## src/rtl/bnn_param_loader_pkg.sv

```systemverilog
// Shared types and sizing helpers for the binary neuron array and its parameter loader.
package bnn_pkg;

  typedef enum logic [1:0] {
    IDLE  = 2'd0,
    LOAD  = 2'd1,
    SHIFT = 2'd2,
    DONE  = 2'd3
  } state_t;

  localparam int DEF_INPUTS    = 8;
  localparam int DEF_BIAS_BITS = 3;

  function automatic int chain_bits(input int neurons, input int inputs, input int bias_bits);
    return neurons * (inputs + bias_bits);
  endfunction

endpackage

```

## src/rtl/bnn_param_loader_if.sv

```systemverilog
// Host byte stream into the parameter loader: valid/ready, byte moves when both are high.
interface bnn_param_loader_if;
  logic [7:0] in_data;
  logic       in_valid;
  logic       in_ready;

  modport master (output in_data, output in_valid, input in_ready);
  modport slave  (input in_data, input in_valid, output in_ready);
endinterface

```

## src/rtl/bnn_param_loader.sv

```systemverilog
// Serialises host bytes MSB-first onto the neuron parameter chain; 1 cycle per byte + 8 shifts.
// Backpressure: in_ready only in LOAD; optional chain readback parity under BNN_PARAM_READBACK_EN.
module bnn_param_loader
  import bnn_pkg::*;
#(
  parameter int NEURONS   = 4,
  parameter int INPUTS    = DEF_INPUTS,
  parameter int BIAS_BITS = DEF_BIAS_BITS
) (
  input  logic               clk,
  input  logic               reset,
  input  logic               start,
  bnn_param_loader_if.slave  host,
  output logic               setup,
  output logic               param_out,
  input  logic               chain_in,
  output logic               busy,
  output logic               loaded,
  output logic               readback_parity
);

  localparam int TOTAL_BITS = chain_bits(NEURONS, INPUTS, BIAS_BITS);
  localparam int CNT_BITS   = $clog2(TOTAL_BITS + 1);
  localparam logic [CNT_BITS-1:0] LAST_BIT = CNT_BITS'(TOTAL_BITS - 1);

  state_t              state;
  logic [7:0]          shreg;
  logic [2:0]          byte_idx;
  logic [CNT_BITS-1:0] bit_cnt;
  logic                rb_par;

  always_ff @(posedge clk or posedge reset) begin
    if (reset) begin
      state    <= IDLE;
      shreg    <= '0;
      byte_idx <= '0;
      bit_cnt  <= '0;
      rb_par   <= 1'b0;
    end else if (start) begin
      // Restart from any state; whatever was shifted so far is simply overwritten.
      state    <= LOAD;
      byte_idx <= '0;
      bit_cnt  <= '0;
      rb_par   <= 1'b0;
    end else begin
      case (state)
        LOAD: begin
          if (host.in_valid) begin
            shreg    <= host.in_data;
            byte_idx <= '0;
            state    <= SHIFT;
          end
        end
        SHIFT: begin
          shreg    <= shreg << 1;
          byte_idx <= byte_idx + 3'd1;
          bit_cnt  <= bit_cnt + CNT_BITS'(1);
`ifdef BNN_PARAM_READBACK_EN
          rb_par   <= rb_par ^ chain_in;
`endif
          // Chain length need not be a byte multiple: the tail of the last byte is dropped.
          if (bit_cnt == LAST_BIT)
            state <= DONE;
          else if (byte_idx == 3'd7)
            state <= LOAD;
        end
        default: state <= state;
      endcase
    end
  end

  assign host.in_ready = (state == LOAD);
  assign setup         = (state == SHIFT);
  assign param_out     = (state == SHIFT) & shreg[7];
  assign busy          = (state == LOAD) | (state == SHIFT);
  assign loaded        = (state == DONE);

`ifdef BNN_PARAM_READBACK_EN
  assign readback_parity = rb_par;
`else
  logic unused_readback;
  assign unused_readback = chain_in ^ rb_par;
  assign readback_parity = 1'b0;
`endif

endmodule
```

## src/flat_wrapper.sv

```systemverilog
// flat-port wrapper written by rule: the top's interface ports become plain ports
module bnn_param_loader_flat import bnn_pkg::*;
#(
  parameter int NEURONS   = 4,
  parameter int INPUTS    = DEF_INPUTS,
  parameter int BIAS_BITS = DEF_BIAS_BITS
)
  (clk, reset, start, setup, param_out, chain_in, busy, loaded, readback_parity, host_in_data, host_in_valid, host_in_ready);
  bnn_param_loader_if host_i ();
  input  logic clk;
  input  logic reset;
  input  logic start;
  output logic setup;
  output logic param_out;
  input  logic chain_in;
  output logic busy;
  output logic loaded;
  output logic readback_parity;
  input wire logic [$bits(host_i.in_data)-1:0] host_in_data;
  input wire logic [$bits(host_i.in_valid)-1:0] host_in_valid;
  output wire logic [$bits(host_i.in_ready)-1:0] host_in_ready;
  assign host_i.in_data = host_in_data;
  assign host_i.in_valid = host_in_valid;
  assign host_in_ready = host_i.in_ready;
  bnn_param_loader #(.NEURONS(NEURONS), .INPUTS(INPUTS), .BIAS_BITS(BIAS_BITS)) u_core (.clk(clk), .reset(reset), .start(start), .host(host_i), .setup(setup), .param_out(param_out), .chain_in(chain_in), .busy(busy), .loaded(loaded), .readback_parity(readback_parity));
endmodule
```

## config.mk

```make
export PLATFORM = sky130hd
export DESIGN_NAME = bnn_param_loader_flat
export DESIGN_NICKNAME = d
export VERILOG_FILES = /design/src/rtl/bnn_param_loader_pkg.sv /design/src/rtl/bnn_param_loader_if.sv /design/src/rtl/bnn_param_loader.sv /design/src/flat_wrapper.sv
export SDC_FILE = /design/constraint.sdc
export NUM_CORES = 1
export LEC_CHECK = 0
export CAP_MARGIN = 20
export CORE_ASPECT_RATIO = 1.5
export CORE_MARGIN = 8
export CORE_UTILIZATION = 45
export CTS_BUF_LIST = sky130_fd_sc_hd__clkbuf_16
export DETAILED_ROUTE_END_ITERATION = 10
export GPL_TIMING_DRIVEN = 1
export PLACE_DENSITY_LB_ADDON = 0.2
export SYNTH_ARGS = -nofsm -noshare
export SYNTH_HDL_FRONTEND = slang
export SYNTH_SLANG_ARGS = --single-unit
```

## constraint.sdc

```tcl
create_clock -name clk -period 1.7 [get_ports clk]
set_clock_uncertainty 0.15 [all_clocks]
set_input_delay 0.34 -clock clk [delete_from_list [all_inputs] [get_ports clk]]
set_output_delay 0.34 -clock clk [all_outputs]
set_load 0.02 [all_outputs]
```

; ---- Word-level counts from Yosys, hierarchy flattened
; Index checks and enable logic that the tools add are counted.
[word_totals]
ff_bits = 19
inputBits = 13
out_inout_bits = 6
word_cells = 35
[classes]
add_sub_neg = 2
n_eq_ne = 8
n_mux = 12
bitwise = 3
n_reduce_logical = 6
[ops]
columns = cell, n
row1 = one-hot mux 8 bit (2 select lines), 1
row2 = two-way mux 6 bit, 2
row3 = two-way mux 2 bit, 4
row4 = two-way mux 8 bit, 1
row5 = "adder 6 x 1 -> 6 bit, second input constant", 1
row6 = "== test 6 bit, second input constant", 1
row7 = two-way mux 3 bit, 2
row8 = one-hot mux 3 bit (2 select lines), 1
row9 = AND reduction 3 bit, 2
row10 = "== test 2 bit, second input constant", 2
row11 = "inequality test 4 x 2 -> 1 bit, second input constant", 1
row12 = one-hot mux 2 bit (2 select lines), 1
row13 = nonzero test 2 bit, 2
row14 = "adder 3 x 1 -> 3 bit, second input constant", 1
row15 = "== test 3 bit, second input constant", 1
row16 = "inequality test 3 bit, second input constant", 1
row17 = nonzero test 3 bit, 1
row18 = "== test 2 x 1 -> 1 bit, second input constant", 1
row19 = "inequality test 2 bit, second input constant", 1
row20 = AND reduction 2 bit, 1
row21 = bitwise AND 1 bit, 1
row22 = inverter 1 bit, 1
row23 = OR 1 bit, 1

; ---- Longest topological paths before layout
; Gate-level depths: netlist of run 1.
[depth]
ltp_word = 5
ltp_mapped = 6

; ---- Worst setup path after synthesis of run 1
; No wires, ideal clock.
[synth_path]
kind = reg-to-reg
startpoint = register u_core.state[0]
endpoint = register u_core.shreg[0]
setup_time_ps = 125
arrival_ps = 1523
required_ps = 1425
slack_ps = -98
stages_incl_launch_ff = 4
n_path_buf = 0
period_less_slack_ps = 1798
path_cell_list = dfrtp_1 ha_1 a211oi_4 mux2_2
[synth_via]
elab_chain_len = 3
word_cells_on_any_way = 6
[synth_lines]
columns = element, line
row1 = start: declaration, bnn_param_loader.sv:26  ; state_t state;
row2 = start signal: assignment, bnn_param_loader.sv:67  ; default: state <= state;
row3 = == test 2 x 1 -> 1 bit *, n/a
row4 = net host_in_ready, flat_wrapper.sv:21  ; output wire logic [$bits(host_i.in_ready)-1:0] host_in_ready;
row5 = inequality test 2 bit (no line) or nonzero test 2 bit (tied branches), n/a
row6 = AND reduction 3 bit (no line), n/a
row7 = end signal: assignment, bnn_param_loader.sv:49  ; shreg <= host.in_data;
row8 = end signal: assignment, bnn_param_loader.sv:55  ; shreg <= shreg << 1;
row9 = end: declaration, bnn_param_loader.sv:27  ; logic [7:0] shreg;
; Mark *: on every way through the listed nets, which the timed path passes. The rest lies on a longest branch.
; A chain may end at the register's enable or synchronous reset.

; ---- Final worst setup path of run 1
[layout_path]
startpoint = register u_core.state[1]
endpoint = register u_core.shreg[1]
[layout_via]
elab_chain_len = 3
word_cells_on_any_way = 6
[layout_lines]
columns = element, line
row1 = == test 2 x 1 -> 1 bit or == test 2 bit (tied branches), bnn_param_loader.sv:46  ; case (state)
row2 = inequality test 2 bit (no line) or nonzero test 2 bit (tied branches), n/a
row3 = AND reduction 3 bit (no line), n/a
; Parallel ways exist; a longest one is shown, timed or not.

==> flow_summary.json, run 1 <==
{
  "path_class": "flop to flop",
  "place_hpwl_mm": 1.56,
  "insertion_delay_ns": 0.25,
  "hold_viol_final": 0,
  "nFillCells": 168,
  "grt_max_degree": 20,
  "ys_ff_latch": 19,
  "worstPathRequired_ns": 1.68,
  "grt_util_met2_pct": 21.1,
  "vias_per_cell": 5.25,
  "violations": "setup timing",
  "cp.arrival_ns": 1.74,
  "clock-sinks": 19,
  "fp-row-count": 21,
  "power_leakage_nw": 0.712,
  "fin_nets": 144,
  "synthDistinctLibCells": 26,
  "ys_seq_area_share_pct": 46.3,
  "port_buffers": 16,
  "first_pass_iters": 3,
  "initial_core_util_pct": 46.5,
  "vias": 772,
  "post-place-ws_ns": -0.239,
  "dp_cells": 139,
  "syn_to_final_growth_pct": 49.2,
  "cts_hold_buffers": 0,
  "root_buffer": "clkbuf_16",
  "finalMaxSlewViolations": 0,
  "critPathMaxFanout": 8,
  "diodes": 0,
  "ios": 19,
  "clkTransAtPathRegs_ns": 0.05,
  "drive_above_1_share_pct": 42.7,
  "max_freq_mhz": 570,
  "period_minus_slack_ns": 1.75,
  "htree_levels": 1,
  "place.gp.congestion": 0.686,
  "end_kind": "flop",
  "wl_per_cell_um": 14.2,
  "cts_buffers": 3,
  "fin_tns_setup_ns": -0.392,
  "synth-edff-count": 0,
  "die_h_um": 74.5,
  "rsz0062_at_grt": "yes",
  "grt_use_met1_pct": 11.8,
  "grt_pass1_vias": 843,
  "track_usage_pct": 11.7,
  "antenna_found_initial": 0,
  "clockBufferDepth": 2,
  "synth_area_per_cell_um2": 11.4,
  "synth_nets": 109,
  "synth_area_mm2": 0.00103,
  "fin_crit_sh_pct": 103,
  "grt_busiest_layer": "met2",
  "start_kind": "flop",
  "maxCapViolations": 0,
  "routed_wl_mm": 2.09,
  "async_flop_share_pct": 100,
  "drt_iter0_markers": 8,
  "ys.flop_type": "dfrtp_1",
  "drc": 0,
  "p_per_area_mw_per_mm2": 1130,
  "use_met3_pct": 2.60,
  "ant_nets": 0,
  "min_path_type": "input pin to asynchronous set/reset pin",
  "ir_drop_mv": 0.771,
  "core-area_mm2": 0.00221,
  "cts_tree": "yes",
  "yosys_warnings": 0,
  "grt_remaining_overflow": 0,
  "die-area_mm2": 0.00410,
  "finalNonFillerCells": 147,
  "finalSetupViolCount": 8,
  "synth_cells": 90,
  "grt_pass1_wl_mm": 3.61,
  "setup_ws_ns": -0.0549,
  "dieWidth_um": 55.0,
  "status": "finished with violations"
}
timing repair:
item                                    in CTS  in global routing
gates cloned                                 0                  0
gates resized for setup                     28                 14
pin swaps                                    4                  5
setup buffers                                2                  2
endpoints found under the setup margin      18                 18
area by class of cell:
| type | instances | area (um^2) | share of cell area [%] |
|---|---|---|---|
| Inverter | 7 | 26.3 | 1.71 |
| Tap cell | 23 | 28.8 | 1.88 |
| Clock buffer | 3 | 75.1 | 4.90 |
| Clock inverter | 1 | 3.75 | 0.245 |
| Sequential cell | 19 | 477 | 31.1 |
| Multi-Input combinational cell | 60 | 584 | 38.1 |
| Timing Repair Buffer | 34 | 338 | 22.0 |
critical path, cell delays in order (launching register included):
cell and delay (ns):
dfrtp_1 0.39, buf_6 0.13, ha_4 0.24, a211oi_4 0.25
buf_12 0.17, mux2_4 0.30
cell usage after synthesis, types with 3 or more instances:
cell type | n | share of area, %
nor2_1 | 6 | 2.2
ha_1 | 6 | 7.3
nand2_1 | 5 | 1.8
dfrtp_1 | 19 | 46
a21oi_1 | 4 | 1.9
mux2_2 | 16 | 18
inv_1 | 7 | 2.6
xor2_1 | 3 | 2.6
through the flow:
step / power [mW] / cell area [um^2] / utilization, % / hold slack [ns]
floorplan: 0.927 / 1050 / - / 0.141
global placement: 1.14 / 1350 / 61.3 / 0.332
detailed placement: 1.16 / 1350 / 61.3 / 0.343
CTS: 1.71 / 1470 / 66.8 / 0.308
global route: 1.82 / 1530 / 69.4 / 0.346
finish: 1.74 / 1530 / 69.4 / 0.302
layer usage:
metal  part of all wire [%]  vias up  routed length, um
li1                       -      378                  -
met1                     39      379                818
met2                     56       10               1180
met3                    2.1        5                 43
met4                    2.2        0                 46
met5                      0        -                  0
cell usage in the layout (no fill, tap or decap), types with 2 or more instances in the layout:
master           count
a21oi_1              2
a21oi_2              2
a41oi_1              2
buf_12               3
buf_4               12
buf_6                5
clkbuf_16            3
clkdlybuf4s50_1     11
dfrtp_1             18
ha_1                 4
ha_4                 2
inv_1                6
inv_2                2
mux2_2               7
mux2_4               9
mux2i_1              2
nand2_1              5
nand3_1              2
nor2_1               6
o21ai_0              2
xor2_1               3
worst paths after layout:
kind / from / endpoint / slack [ns] / depth (start not counted)
min in group clk: u_core.shreg[4]$_DFFE_PP0P_ / u_core.shreg[4]$_DFFE_PP0P_ / 0.36 / 1
worst min-delay path: reset / u_core.shreg[3]$_DFFE_PP0P_ / 0.30 / 3
worst max register to register: u_core.state[1]$_DFFE_PP0P_ / u_core.shreg[1]$_DFFE_PP0P_ / -0.05 / 5
worst max-delay path: u_core.state[1]$_DFFE_PP0P_ / u_core.shreg[1]$_DFFE_PP0P_ / -0.05 / 5
max in group asynchronous: reset / u_core.state[0]$_DFFE_PP0P_ / 0.88 / 3
worst min register to register: u_core.shreg[4]$_DFFE_PP0P_ / u_core.shreg[4]$_DFFE_PP0P_ / 0.36 / 1
state kept, by name, indices dropped and copies added (netlist names):
signal / flops
u_core.shreg: 8
u_core.bit_cnt: 6
u_core.byte_idx: 3
u_core.state: 2
cells by family after synthesis:
family | count (synthesis) | share of synthesized area [%]
flops | 19 | 46.3
simple gates | 19 | 9.26
mux | 18 | 19.5
compound gates | 12 | 9.01
buf+inv | 11 | 4.87
fa+ha+maj | 6 | 7.31
xor+xnor | 4 | 3.41
other cells | 1 | 0.365
power by group:
part | switching [mW] | internal, mW | leakage (nW) | total [mW]
clock network | 0.155 | 0.312 | 0.0423 | 0.468
registers | 0.0676 | 0.564 | 0.242 | 0.632
logic | 0.229 | 0.409 | 0.428 | 0.638
(Power assumes the default switching activity.)
==> run 2, diff against run 1 <==
--- a/config.mk
+++ b/config.mk
@@ -5,7 +5,7 @@
 export SDC_FILE = /design/constraint.sdc
 export NUM_CORES = 1
 export LEC_CHECK = 0
-export CAP_MARGIN = 20
+export CAP_MARGIN = 5
 export CORE_ASPECT_RATIO = 1.5
 export CORE_MARGIN = 8
 export CORE_UTILIZATION = 45
==> results of run 2 <==
Same layout as run 1: the final DEF is identical, and so are final timing and power.
